### src/rtl/gate_model_bist_pkg.sv
// Shared definitions for the gate-model BIST engine.
// Holds the FSM state encoding, the pattern counter width and the
// default Galois feedback masks for the stimulus LFSR and the
// response MISR.
package gate_model_bist_pkg;

    // FSM state encoding, kept as plain constants so older tools can
    // consume the same package.
    typedef logic [1:0] state_t;

    localparam state_t IDLE   = 2'd0;
    localparam state_t RUN    = 2'd1;
    localparam state_t FINISH = 2'd2;

    // Pattern counter width; PATTERNS is capped at 2^16-1, so the
    // counter never wraps.
    localparam int CNT_W = 16;

    // Maximal-length right-shift Galois masks:
    // 15 bits: x^15 + x^14 + 1
    // 16 bits: x^16 + x^14 + x^13 + x^11 + 1
    localparam logic [14:0] DEFAULT_LFSR_TAPS = 15'h6000;
    localparam logic [15:0] DEFAULT_MISR_TAPS = 16'hB400;

endpackage

### src/rtl/gate_model_bist_galois_shift.sv
// galois_shift: one step of a right-shifting Galois shift register.
// The next state is the current state shifted right by one, XORed with
// TAPS when the bit shifted out is 1, then XORed with data_i.
// Tying data_i to zero gives a plain LFSR; feeding a response into it
// gives a MISR.
//
// Ports:
//   state_i : current register value
//   data_i  : parallel data folded in on this step (zero for an LFSR)
//   next_o  : value the register takes after this step
module galois_shift
    import gate_model_bist_pkg::*;
#(
    parameter int               WIDTH = 16,
    parameter logic [WIDTH-1:0] TAPS  = '0
) (
    input  logic [WIDTH-1:0] state_i,
    input  logic [WIDTH-1:0] data_i,
    output logic [WIDTH-1:0] next_o
);

    // Shift right, apply the feedback mask when the outgoing bit is set,
    // then compact the parallel input.
    assign next_o = {1'b0, state_i[WIDTH-1:1]}
                  ^ (state_i[0] ? TAPS : '0)
                  ^ data_i;

endmodule

### src/rtl/gate_model_bist.sv
// gate_model_bist: built-in self test for a combinational gate model.
// A START request launches a run of PATTERNS stimulus vectors from an
// LFSR seeded with SEED. The gate model's response is compacted into a
// MISR signature on the same edge that retires each pattern. When the
// run ends, DONE is raised and PASS reports whether the signature
// matches GOLDEN.
//
// Ports:
//   CLK       : clock, rising edge active
//   RST       : synchronous active-high reset, takes priority over START
//   START     : run request, honoured in IDLE or FINISH only
//   GOLDEN    : expected signature
//   DUT_IN    : registered stimulus driven to the gate model
//   DUT_OUT   : combinational response of the gate model
//   BUSY      : registered, high while a run is in progress
//   DONE      : registered, high once a run has completed
//   SIGNATURE : registered compacted response
//   PASS      : DONE and SIGNATURE == GOLDEN
module gate_model_bist
    import gate_model_bist_pkg::*;
#(
    parameter int              IN_W      = 15,
    parameter int              OUT_W     = 10,
    parameter int              SIG_W     = 16,
    parameter int              PATTERNS  = 1000,
    parameter logic [IN_W-1:0]  SEED      = IN_W'(1),
    parameter logic [IN_W-1:0]  LFSR_TAPS = IN_W'(DEFAULT_LFSR_TAPS),
    parameter logic [SIG_W-1:0] MISR_TAPS = SIG_W'(DEFAULT_MISR_TAPS)
) (
    input  logic             CLK,
    input  logic             RST,
    input  logic             START,
    input  logic [SIG_W-1:0] GOLDEN,
    output logic [IN_W-1:0]  DUT_IN,
    input  logic [OUT_W-1:0] DUT_OUT,
    output logic             BUSY,
    output logic             DONE,
    output logic [SIG_W-1:0] SIGNATURE,
    output logic             PASS
);

    localparam logic [CNT_W-1:0] LAST_CNT = CNT_W'(PATTERNS - 1);

    state_t           state_q, state_d;
    logic [CNT_W-1:0] cnt_q, cnt_d;
    logic [IN_W-1:0]  dutIn_q, dutIn_d;
    logic [SIG_W-1:0] sig_q, sig_d;
    logic             busy_q, busy_d;
    logic             done_q, done_d;

    logic [IN_W-1:0]  lfsrNext;
    logic [SIG_W-1:0] misrNext;
    logic [SIG_W-1:0] misrData;

    // The response is narrower than (or as wide as) the signature, so it
    // is zero-extended before being folded into the MISR.
    assign misrData = SIG_W'(DUT_OUT);

    // Stimulus generator: free-running Galois LFSR step.
    galois_shift #(
        .WIDTH (IN_W),
        .TAPS  (LFSR_TAPS)
    ) u_lfsr (
        .state_i (dutIn_q),
        .data_i  ('0),
        .next_o  (lfsrNext)
    );

    // Response compactor: the gate model output for the pattern currently
    // on DUT_IN is absorbed combinationally, giving zero-latency sampling.
    galois_shift #(
        .WIDTH (SIG_W),
        .TAPS  (MISR_TAPS)
    ) u_misr (
        .state_i (sig_q),
        .data_i  (misrData),
        .next_o  (misrNext)
    );

    // Next-state logic. START is only looked at outside RUN, so a request
    // during a run is dropped. The final RUN edge still advances the LFSR
    // and absorbs the last response before the move to FINISH.
    always_comb begin
        state_d = state_q;
        cnt_d   = cnt_q;
        dutIn_d = dutIn_q;
        sig_d   = sig_q;
        busy_d  = busy_q;
        done_d  = done_q;
        case (state_q)
            IDLE, FINISH: begin
                if (START) begin
                    state_d = RUN;
                    cnt_d   = '0;
                    dutIn_d = SEED;
                    sig_d   = '0;
                    busy_d  = 1'b1;
                    done_d  = 1'b0;
                end
            end
            RUN: begin
                sig_d   = misrNext;
                dutIn_d = lfsrNext;
                cnt_d   = cnt_q + CNT_W'(1);
                if (cnt_q == LAST_CNT) begin
                    state_d = FINISH;
                    busy_d  = 1'b0;
                    done_d  = 1'b1;
                end
            end
            default: begin
                state_d = IDLE;
                busy_d  = 1'b0;
                done_d  = 1'b0;
            end
        endcase
    end

    // State registers with synchronous reset; a reset mid-run discards
    // the partial signature and never produces a DONE pulse.
    always_ff @(posedge CLK) begin
        if (RST) begin
            state_q <= IDLE;
            cnt_q   <= '0;
            dutIn_q <= SEED;
            sig_q   <= '0;
            busy_q  <= 1'b0;
            done_q  <= 1'b0;
        end else begin
            state_q <= state_d;
            cnt_q   <= cnt_d;
            dutIn_q <= dutIn_d;
            sig_q   <= sig_d;
            busy_q  <= busy_d;
            done_q  <= done_d;
        end
    end

    assign DUT_IN    = dutIn_q;
    assign BUSY      = busy_q;
    assign DONE      = done_q;
    assign SIGNATURE = sig_q;
    assign PASS      = done_q && (sig_q == GOLDEN);

endmodule

### config.mk
export PLATFORM = sky130hd
export DESIGN_NAME = gate_model_bist
export DESIGN_NICKNAME = d
export VERILOG_FILES = /design/src/rtl/gate_model_bist_pkg.sv /design/src/rtl/gate_model_bist_galois_shift.sv /design/src/rtl/gate_model_bist.sv
export SDC_FILE = /design/constraint.sdc
export NUM_CORES = 1
export LEC_CHECK = 0
export ABC_CLOCK_PERIOD_IN_PS = 2300
export BUFFER_PORTS_ARGS = -buffer_cell sky130_fd_sc_hd__clkbuf_2
export CAP_MARGIN = 30
export CORE_MARGIN = 2
export CORE_UTILIZATION = 54
export CTS_BUF_LIST = sky130_fd_sc_hd__clkbuf_4 sky130_fd_sc_hd__clkbuf_8
export CTS_CLUSTER_SIZE = 16
export DETAILED_ROUTE_END_ITERATION = 7
export PLACE_DENSITY = 0.82
export RECOVER_POWER = 100
export SKIP_LAST_GASP = 1
export SLEW_MARGIN = 30
export SYNTH_ARGS = -nofsm -noshare
export SYNTH_HDL_FRONTEND = slang
export SYNTH_SLANG_ARGS = --single-unit
### constraint.sdc
create_clock -name CLK -period 2.3 [get_ports CLK]
set_input_delay 0.23 -clock CLK [delete_from_list [all_inputs] [get_ports CLK]]
set_output_delay 0.23 -clock CLK [all_outputs]
set_load 0.02 [all_outputs]
# Word-level counts from Yosys, hierarchy flattened
# Index checks and enable logic that the tools add are counted.
[totals]
latch_bits = 0
memories = 0
wordCells = 38
mem_bits_rw = 0
regBits = 51
mem_bits_ro = 0
[op_classes]
div_mod_pow = 0
addsub = 1
n_shift = 0
n_mux = 16
n_bitwise = 3
eq_ne = 6
order_cmp = 0
multipliers = 0
reduce_logical = 6
[ops]
columns = ["op", "count"]
rows = [
  ["$pmux W16 S2", 2],
  ["$mux W16", 2],
  ["$mux W15", 2],
  ["$pmux W15 S2", 1],
  ["$add A16 B1 Y16 const B", 1],
  ["$eq A16 B10 Y1 const B", 1],
  ["$eq A16 B16 Y1", 1],
  ["$xor A15 B16 Y16", 1],
  ["$xor A16 B10 Y16", 1],
  ["$xor A14 B15 Y15", 1],
  ["$mux W1", 4],
  ["$mux W2", 2],
  ["$ne A2 B2 Y1 const B", 2],
  ["$pmux W1 S2", 2],
  ["$pmux W2 S2", 1],
  ["$reduce_and A2 Y1", 2],
  ["$eq A2 B1 Y1 const B", 1],
  ["$eq A2 B2 Y1 const B", 1],
  ["$logic_not A2 Y1", 1],
  ["$reduce_bool A2 Y1", 1],
  ["$reduce_or A2 Y1", 1],
  ["$logic_and A1 B1 Y1", 1],
]

# Logic depth before layout (Yosys ltp)
# Gate-level depths: netlist (run 1).
[logic_depth]
depth_word = 4
ltp_mapped = 6

# Cells and area by module
# A second synthesis (run 1) with hierarchy kept.
[unflattened]
cells_unflattened = 275
area_unflattened_um2 = 2501.1
[by_module_without_submodules]
columns = ["module", "area_per_inst_um2", "cells_each", "seq_area_each_um2", "n_inst"]
rows = [
  ["gate_model_bist", 2165.8, 244, 1001.0, 1],
  ["galois_shift (u_misr)", 188.9, 16, 0.0, 1],
  ["galois_shift (u_lfsr)", 146.4, 15, 0.0, 1],
]

# Worst setup path after synthesis (run 1)
# No wires, ideal clock.
[synth_timing]
path_type = "register to output"
from = "reg sig_q[10], in the netlist SIGNATURE[10]"
to = "out PASS"
setup_slack_ns = 0.422
path_stages_with_launch = 5
t_arrival_ns = 1.648
required_ns = 2.070
n_path_buf = 0
cell_sequence = "dfxtp_1 -> xor2_1 -> nor4_1 -> nand4_1 -> nor4_1"
[synth_between]
elab_chain_len = 2
[synth_lines]
columns = ["element", "line_no", "text"]
rows = [
  ["start: declaration", "gate_model_bist.sv:47", "logic [SIG_W-1:0] sig_q, sig_d;"],
  ["start signal: assignment", "gate_model_bist.sv:133", "sig_q <= sig_d;"],
  ["$eq A16 B16 Y1", "gate_model_bist.sv:143", "assign PASS = done_q && (sig_q == GOLDEN);"],
  ["$logic_and A1 B1 Y1", "gate_model_bist.sv:143", ""],
  ["end: declaration", "gate_model_bist.sv:39", "output logic PASS"],
]
# No other way between the ends.

# Worst setup path after layout (run 1)
[layout_timing]
from = "reg state_q[0]"
to = "reg cnt_q[14]"
[layout_between]
elab_chain_len = 4
[layout_lines]
columns = ["element", "line_no", "text"]
rows = [
  ["start: declaration", "gate_model_bist.sv:44", "state_t state_q, state_d;"],
  ["start signal: assignment", "gate_model_bist.sv:130", "state_q <= state_d;"],
  ["$eq A2 B2 Y1 / $logic_not A2 Y1 (equally long branches)", "gate_model_bist.sv:90", "case (state_q)"],
  ["$reduce_or A2 Y1", "gate_model_bist.sv:90", ""],
  ["$ne A2 B2 Y1 (no line) / $reduce_bool A2 Y1 (equally long branches)", "--", ""],
  ["$reduce_and A2 Y1 (no line)", "--", ""],
  ["end signal: assignment", "gate_model_bist.sv:131", "cnt_q <= cnt_d;"],
  ["end: declaration", "gate_model_bist.sv:45", "logic [CNT_W-1:0] cnt_q, cnt_d;"],
]
# Parallel ways exist; a longest one is shown, timed or not.
# A chain may end at the register's enable or synchronous reset.

==> out/summary.txt, run 1 <==
Status: finished, final reports clean
Max incr delay on CP: 0.63 ns
Synth Area in XOR/XNOR: 11.3%
Hold buffers post-CTS: 0
Vias in the first global route: 1960
Crit path DAT: 2.33 ns
Crit. End Element: flop
Dpl hpwl: 3890 um
Post-synthesis simple-gate area fraction: 21.2%
CP max stage cell: clkbuf_2
Final std cells w/o fill: 360
Final setup vio count: 0
Row cnt: 23
Clk_lat worst skew: 0.31 ns
Commonest non-fill, non-tap cell in the layout: dfxtp_1
Adder-Cell Fraction of Synth Area: 0.540%
EDFF count, synth: 0
Synth-to-layout area growth: 15.6%
CP Cell Sequence: nor2b_2 > clkbuf_2 > and4_1 > nand3_1 > mux2_4
Setup TNS: 0 ns
Initial Utilization: 57.1%
Die Y: 69.5 um
Layout fillers: 364
Worst setup margin: 0.178 ns
Fin. max-slew vios: 0
Asr flop ratio synth: 0%
Worst IR Drop VDD: 396 uV
Inserted Diodes: 0
Tcrit/Tclk final: 92.3%
TritonCTS Buffers: 5
CTS tree: done
Worst Hold Class: in -> reg
Largest net degree at the start of global routing: 42
Detail Route Antenna Nets: 0
Top_reg_cell synth: dfxtp_1
Sequential fraction of the synthesis area: 43.2%
Core Area: 4060 um2
Setup bufs post-CTS: 0
Via density: 5.77
Root Driver: clkbuf_8
Cell area after synthesis: 2320 um2
Synth top area share: 43.2%
Min Tclk post-route: 2.12 ns
Largest family of logic cells by synthesized area: simple AND/OR/NAND/NOR gates
Final hold vios: 0
Post-Syn Nets: 287
First-pass GRT wire length: 9240 um
Share of layout cells above drive strength 1: 15.5%
Drt first pass iters: 4
Most frequent cells in the layout: dfxtp_1 (50), nor2_1 (45), clkbuf_1 (34)
Nets: 340
Reg clk slew, reported paths: 0.09 ns
Full die area: 4830 um2
Element type at the critical path start: flop
CP delay by family, top: simple AND/OR/NAND/NOR gates
I/O Pins: 63
Distinct cells, synth: 42
Synth Instances: 257
Clock Skew: 0.00571 ns
Max-cap violations: 0
RSZ-0062 raised after global routing: false
Placement Setup Slack: 0.497 ns
Crit path kind: reg -> reg
Worst EP required: 2.50 ns
PortBufs: 62
DR DRC count: 0
Antenna violations before repair: 0
# clock sinks: 50
Via count: 2076
Worst-Margin Slew: 1.04 ns
Syn_area_per_cell: 9.02 um2
Leakage power: 1.06 nW
Drt total wl: 5530 um
Post-CTS Resized: 0
Area contributors post-synth: dfxtp_1 (43%), a22oi_1 (10%), nor2_1 (7.1%)
Post-synthesis compound-gate area fraction: 16.7%
DR WL/cell: 15.4 um
GRT Overall Usage: 23.4%
FMAX: 0.471 GHz
Die Width: 69.5 um
Syn. warnings: 0
Clock Tree Buf Depth: 2
P per Cell Area: 658 nW/um2
Cell taking the most area after synthesis: dfxtp_1
Worst-path fanout max: 41
First DRT Iteration DRCs: 215
Htree depth: 2
Placed cells: 353
Grt ovf: 0
Max-slew headroom: 30.2%
Yosys reg bits: 50
Crit path buffers/inverters: 1
Post-synthesis mux area share: 2.59%
Gpl congestion: 0.886
==> path summary, 6_finish.rpt <==
kind / from / to / slack (ns) / cells past startpoint
worst max-delay path: state_q[0] / cnt_q[14] / 0.18 / 5
worst min-delay path: RST / cnt_q[11] / 0.23 / 2
worst max register to register: state_q[0] / cnt_q[14] / 0.18 / 5
worst min register to register: cnt_q[11] / cnt_q[11] / 0.51 / 2
==> layout make-up <==
class,count,area (um2),area share (%)
sequential,50,1000,37.4
clock buffer,6,82.6,3.08
clock inverter,1,30.0,1.12
timing repair buffer,65,288,10.7
inverter,2,7.51,0.280
multi-input combinational,186,1210,45.0
tap,50,62.6,2.34
==> stage by stage <==
stage / cell area, um2 / util [%] / power, W / hold slack, ns
floorplan: 2320 / - / 0.00108 / 0.372
global placement: 2620 / 64.6 / 0.00115 / 0.485
detailed placement: 2620 / 64.6 / 0.00115 / 0.502
CTS: 2730 / 67.3 / 0.00177 / 0.225
global route: 2680 / 66.0 / 0.00183 / 0.248
finish: 2680 / 66.0 / 0.00176 / 0.234
==> sequential cells by signal, summed over array words and instances, names as in the netlist <==
signal / count
SIGNATURE: 16
cnt_q: 16
DUT_IN: 15
BUSY: 1
DONE: 1
state_q: 1
==> synth_stat cells (all sizes together) (2+ instances only) <==
cell type   n
and3        4
nand3       6
a41oi       2
nand4       9
a21oi       7
a22oi      32
nor4b       2
dfxtp      50
inv         2
nand4b      2
nor2       45
xor2       18
o211a       2
mux2        5
xnor2      12
buf         9
nor4        2
a211oi      2
clkbuf     10
and4        5
nor2b       2
o21ai       4
nand2b      2
nand2      11
==> routing by layer <==
layer	track usage [%]	vias to the layer above	share of wire (%)
met2	37.8	71	49
met1	30.3	974	45
met3	4.07	10	4.5
met5	0	-	0
li1	-	1021	-
met4	11.1	0	2.0
==> where the power goes <==
group	total [W]	internal (W)	switching (W)	leakage [nW]
clock network	0.000632	0.000348	0.000284	0.0573
logic	0.000215	0.0000794	0.000135	0.602
registers	0.000916	0.000886	0.0000292	0.405
total	0.00176	0.00131	0.000448	1.06
==> kinds of logic (layout without fill, tap and decap cells) <==
logic type      Yosys count  count (layout)
compound gates           54              54
xor+xnor                 30              30
fa+ha+maj                 1               1
buf+inv                  21              74
flops                    50              50
mux                       5               5
simple gates             96              96
No activity file was read; power rests on OpenSTA's default activity.
==> inputs of run 2 (changes only) <==
- ABC_CLOCK_PERIOD_IN_PS: 2300 -> 1900
- BUFFER_PORTS_ARGS: -buffer_cell sky130_fd_sc_hd__clkbuf_2 -> -buffer_cell sky130_fd_sc_hd__buf_2
- CORE_UTILIZATION: 54 -> 49
- PLACE_DENSITY: 0.82 -> 0.78
- clock period: 2.3 -> 1.9 ns (I/O delays scaled with it)
==> out/summary.txt, run 2 (synthesis gave the netlist of run 1 again) <==
Synth-to-layout area growth: 19.3%
I/O Pins: 63
# clock sinks: 50
Crit path DAT: 1.61 ns
Reg2Reg Depth: 5
Max-cap violations: 0
Crit. End Element: primary output
Antenna violations before repair: 0
Switching part of the total: 27.4%
Clk_lat worst skew: 0.30 ns
Final hold vios: 0
Net Switching: 0.000561 W
Min Tclk post-route: 1.80 ns
Hold Crit Endpoint: SIGNATURE[3]
HP Start: DUT_OUT[3]
Htree depth: 2
Reg clk slew, reported paths: 0.10 ns
First DRT Iteration DRCs: 144
Clock Skew: 0.00865 ns
Via density: 5.49
Grt ovf: 0
Core Area: 4630 um2
Final Cell Area: 2770 um2
Reg-to-Reg Start: cnt_q[0]
Reg power frac: 54.0%
P per Cell Area: 740 nW/um2
Hold Crit Depth: 4
Drt first pass iters: 4
Worst EP required: 1.71 ns
Worst Hold Class: in -> reg
Full die area: 5290 um2
Vias in the first global route: 1856
DR WL/cell: 13.6 um
RSZ-0062 raised after global routing: true
Die Y: 72.8 um
Element type at the critical path start: flop
Row cnt: 25
Initial Utilization: 50.1%
Dpl hpwl: 3590 um
Highest routed layer: met4
TritonCTS Buffers: 5
Drt total wl: 5040 um
Final setup vio count: 0
Inserted Diodes: 0
Tcrit/Tclk final: 94.9%
Combinational Power Share: 13.7%
DP Area: 2660 um2
FMAX: 0.555 GHz
Max-slew headroom: 68.7%
Worst IR Drop VDD: 433 uV
Commonest non-fill, non-tap cell in the layout: buf_2
Met3 wire length: 226 um
Setup bufs post-CTS: 0
First-pass GRT wire length: 8280 um
Reg2reg setup slack: 0.20 ns
Largest net degree at the start of global routing: 30
Crit path kind: reg -> out
GRT Overall Usage: 19.6%
Root Driver: clkbuf_8
Via count: 2032
Worst-path fanout max: 4
Nets: 345
M1 wire length: 2330 um
CTS tree: done
Clock Tree Buf Depth: 2
Clock power frac: 32.4%
Hold WS: 0.234 ns
Int Power: 0.00148 W
Gpl congestion: 0.813
Detail Route Antenna Nets: 0
Met2 WL: 2440 um
Fin. max-slew vios: 0
Leakage power: 1.18 nW
Status: finished, final reports clean
Worst-Margin Slew: 0.470 ns
Share of layout cells above drive strength 1: 26.9%
DR DRC count: 0
Most frequent cells in the layout: buf_2 (52), dfxtp_1 (48), nor2_1 (44)
PortBufs: 62
R2r endpoint: cnt_q[14]
Die Width: 72.8 um
run 2: changes by cell type in the layout (fill, tap and decap cells not counted), sizes merged:
cell,before,now
buf,2,61
clkinv,0,2
bufinv,1,0
clkbuf,69,15
run 2: final cells by class:
cell class | count | area [um2]
repair buffers | 70 | 362
fillers | 412 | 1860
flip-flops and latches | 50 | 1010
well taps | 54 | 67.6
multi-input cells | 186 | 1220
clock buffers | 6 | 82.6
clock inverters | 2 | 17.5
inverters | 2 | 7.51
run 2: power by group through the flow:
| stage | registers, W | clock network [W] | logic [W] |
|---|---|---|---|
| floorplan | 0.00115 | 0 | 0.000158 |
| global placement | 0.00113 | 0 | 0.000274 |
| detailed placement | 0.00113 | 0 | 0.000279 |
| CTS | 0.00110 | 0.000676 | 0.000280 |
| global route | 0.00111 | 0.000732 | 0.000307 |
| finish | 0.00110 | 0.000662 | 0.000279 |
run 2: critical path, cell delays in order (launching register included):
cell and delay, ns:
dfxtp_4 0.37, xor2_1 0.14, nor4_1 0.31, nand4_1 0.14
nor4_2 0.16, buf_4 0.18
run 2: worst max-delay path by stage:
stage                        startpoint         to  slack, ns  depth (start not counted)
final                      SIGNATURE[1]       PASS        0.1                          5
after global routing       SIGNATURE[1]       PASS      -0.02                          5
after floorplan           SIGNATURE[10]       PASS       0.06                          4
after CTS                 SIGNATURE[10]       PASS       0.04                          5
after detailed placement       cnt_q[0]  cnt_q[14]       0.23                          5
after global placement         cnt_q[0]  cnt_q[14]       0.29                          5
run 2: through the flow:
| step | util (%) | power [W] | setup WS [ns] | TNS (ns) | instances |
|---|---|---|---|---|---|
| 2_1_floorplan | - | 0.00131 | 0.0622 | 0 | 257 |
| 3_3_place_gp | 57.5 | 0.00140 | 0.285 | 0 | 362 |
| 3_5_place_dp | 57.5 | 0.00141 | 0.228 | 0 | 362 |
| 4_1_cts | 59.7 | 0.00206 | 0.0383 | 0 | 370 |
| 5_1_grt | 59.7 | 0.00215 | -0.0211 | -0.0211 | 370 |
| 6_report | 59.7 | 0.00205 | 0.0966 | 0 | 370 |
run 2: repair_timing:
| action | in CTS | in global routing |
|---|---|---|
| resized for setup | 0 | 5 |
| setup endpoints to repair | 0 | 1 |
| hold buffers | 0 | 0 |
run 2: routing by layer:
layer / global-route usage (%) / up-vias
met5: 0 / -
met4: 5.97 / 0
met1: 25.8 / 951
li1: - / 1035
met3: 4.70 / 4
met2: 31.9 / 42
==> inputs of run 3 (changes only) <==
- CELL_PAD_IN_SITES_DETAIL_PLACEMENT: not set -> 1
- CELL_PAD_IN_SITES_GLOBAL_PLACEMENT: not set -> 1
- CORE_UTILIZATION: 49 -> 36
- GPL_TIMING_DRIVEN: not set -> 0
- PLACE_DENSITY: 0.78 -> not set
- PLACE_DENSITY_LB_ADDON: not set -> 0.1
==> out/summary.txt, run 3 (synthesis gave the netlist of run 1 again) <==
Min Tclk post-route: 1.86 ns
Hold WS: 0.243 ns
Worst setup margin: 0.0373 ns
TritonCTS Buffers: 5
Worst-Margin Slew: 0.575 ns
Combinational Power Share: 14.0%
Switching part of the total: 29.1%
Die Width: 84.2 um
Core Util, Final: 44.2%
Dpl hpwl: 4760 um
Layout fillers: 806
Via density: 5.34
Nets: 355
Worst-path fanout max: 4
GRT Overall Usage: 18.9%
Drt total wl: 6460 um
DR WL/cell: 16.0 um
Detail Route Antenna Nets: 0
Most frequent cells in the layout: dfxtp_1 (49), nor2_1 (44), clkbuf_1 (41)
Leakage power: 1.09 nW
Commonest non-fill, non-tap cell in the layout: dfxtp_1
Placement Setup Slack: -0.0201 ns
Clock Tree Buf Depth: 2
First-pass GRT wire length: 11000 um
Crit. End Element: primary output
Row cnt: 29
Reg power frac: 54.6%
Worst Hold Class: in -> reg
P per Cell Area: 730 nW/um2
Reg clk slew, reported paths: 0.10 ns
Drt first pass iters: 4
Crit path kind: reg -> out
Vias in the first global route: 2218
PortBufs: 62
First DRT Iteration DRCs: 72
Setup TNS: 0 ns
Antenna violations before repair: 0
Clock Skew: 0.00389 ns
Net Switching: 0.000589 W
Clock power frac: 31.4%
Htree depth: 2
Initial Utilization: 36.9%
Crit path DAT: 1.67 ns
DR DRC count: 0
Int Power: 0.00144 W
Largest net degree at the start of global routing: 17
# clock sinks: 50
RSZ-0062 raised after global routing: true
Via count: 2152
I/O Pins: 63
Status: finished, final reports clean
Root Driver: clkbuf_8
FMAX: 0.537 GHz
CTS tree: done
Full die area: 7090 um2
Worst EP required: 1.71 ns
Max-cap violations: 0
Fin. max-slew vios: 0
Clk_lat worst skew: 0.30 ns
Grt ovf: 0
Element type at the critical path start: flop
Gpl congestion: 0.741
Final hold vios: 0
Inserted Diodes: 0
Max-slew headroom: 61.7%
Synth-to-layout area growth: 19.8%
Worst IR Drop VDD: 309 uV
Share of layout cells above drive strength 1: 18.4%
Core Area: 6280 um2
Die Y: 84.2 um
Final setup vio count: 0
Tcrit/Tclk final: 98.0%
==> run 3: metal layers <==
metal  GRT usage [%]  up-vias  wire length (um)
li1                -     1051                 -
met4            5.28        0                70
met3            4.33        6               246
met2            32.3       47              3220
met1            24.0     1048              2930
met5               0        -                 0
==> run 3: layout make-up <==
cell class                      instances  area [um2]  share of cell area (%)
Multi-Input combinational cell        186        1220                    43.9
Clock inverter                          3        21.3                   0.766
Buffer                                 18        90.1                    3.25
Clock buffer                            5        68.8                    2.48
Inverter                                2        7.51                   0.271
Tap cell                               77        96.3                    3.47
Sequential cell                        50        1000                    36.1
Timing Repair Buffer                   62         272                    9.78
==> run 3: path summary, 6_finish.rpt <==
check | cells past startpoint | startpoint | slack (ns) | to
hold / removal | 4 | DUT_OUT[9] | 0.24 | SIGNATURE[9]
setup / recovery | 5 | SIGNATURE[1] | 0.04 | PASS
setup reg to reg | 5 | cnt_q[0] | 0.08 | cnt_q[14]
hold reg to reg | 2 | cnt_q[11] | 0.53 | cnt_q[11]
==> run 3: critical path, stage by stage (launching register included) <==
cell and delay [ns]:
dfxtp_1 0.35, xor2_1 0.17, nor4_1 0.28, nand4_1 0.19, nor4_2 0.17, buf_2 0.20
==> run 3: timing repair <==
item                       4_1_cts  5_1_grt
buffers inserted                 0        0
hold buffers                     0        0
setup endpoints to repair        3        1
pin swaps                        2        2
gates resized for setup          0        2
==> run 3: per-stage QoR <==
step / total power [W] / area (um2) / cells
floorplan: 0.00131 / 2320 / 257
global placement: 0.00142 / 2720 / 396
detailed placement: 0.00142 / 2720 / 396
CTS: 0.00206 / 2810 / 403
global route: 0.00213 / 2780 / 403
finish: 0.00203 / 2780 / 403
==> run 3: power groups by stage <==
stage | Clock (W) | Combinational, W | Sequential [W]
after floorplan | 0 | 0.000158 | 0.00115
after global placement | 0 | 0.000288 | 0.00113
after detailed placement | 0 | 0.000291 | 0.00113
after CTS | 0.000662 | 0.000293 | 0.00111
after global routing | 0.000704 | 0.000317 | 0.00111
final | 0.000636 | 0.000283 | 0.00111
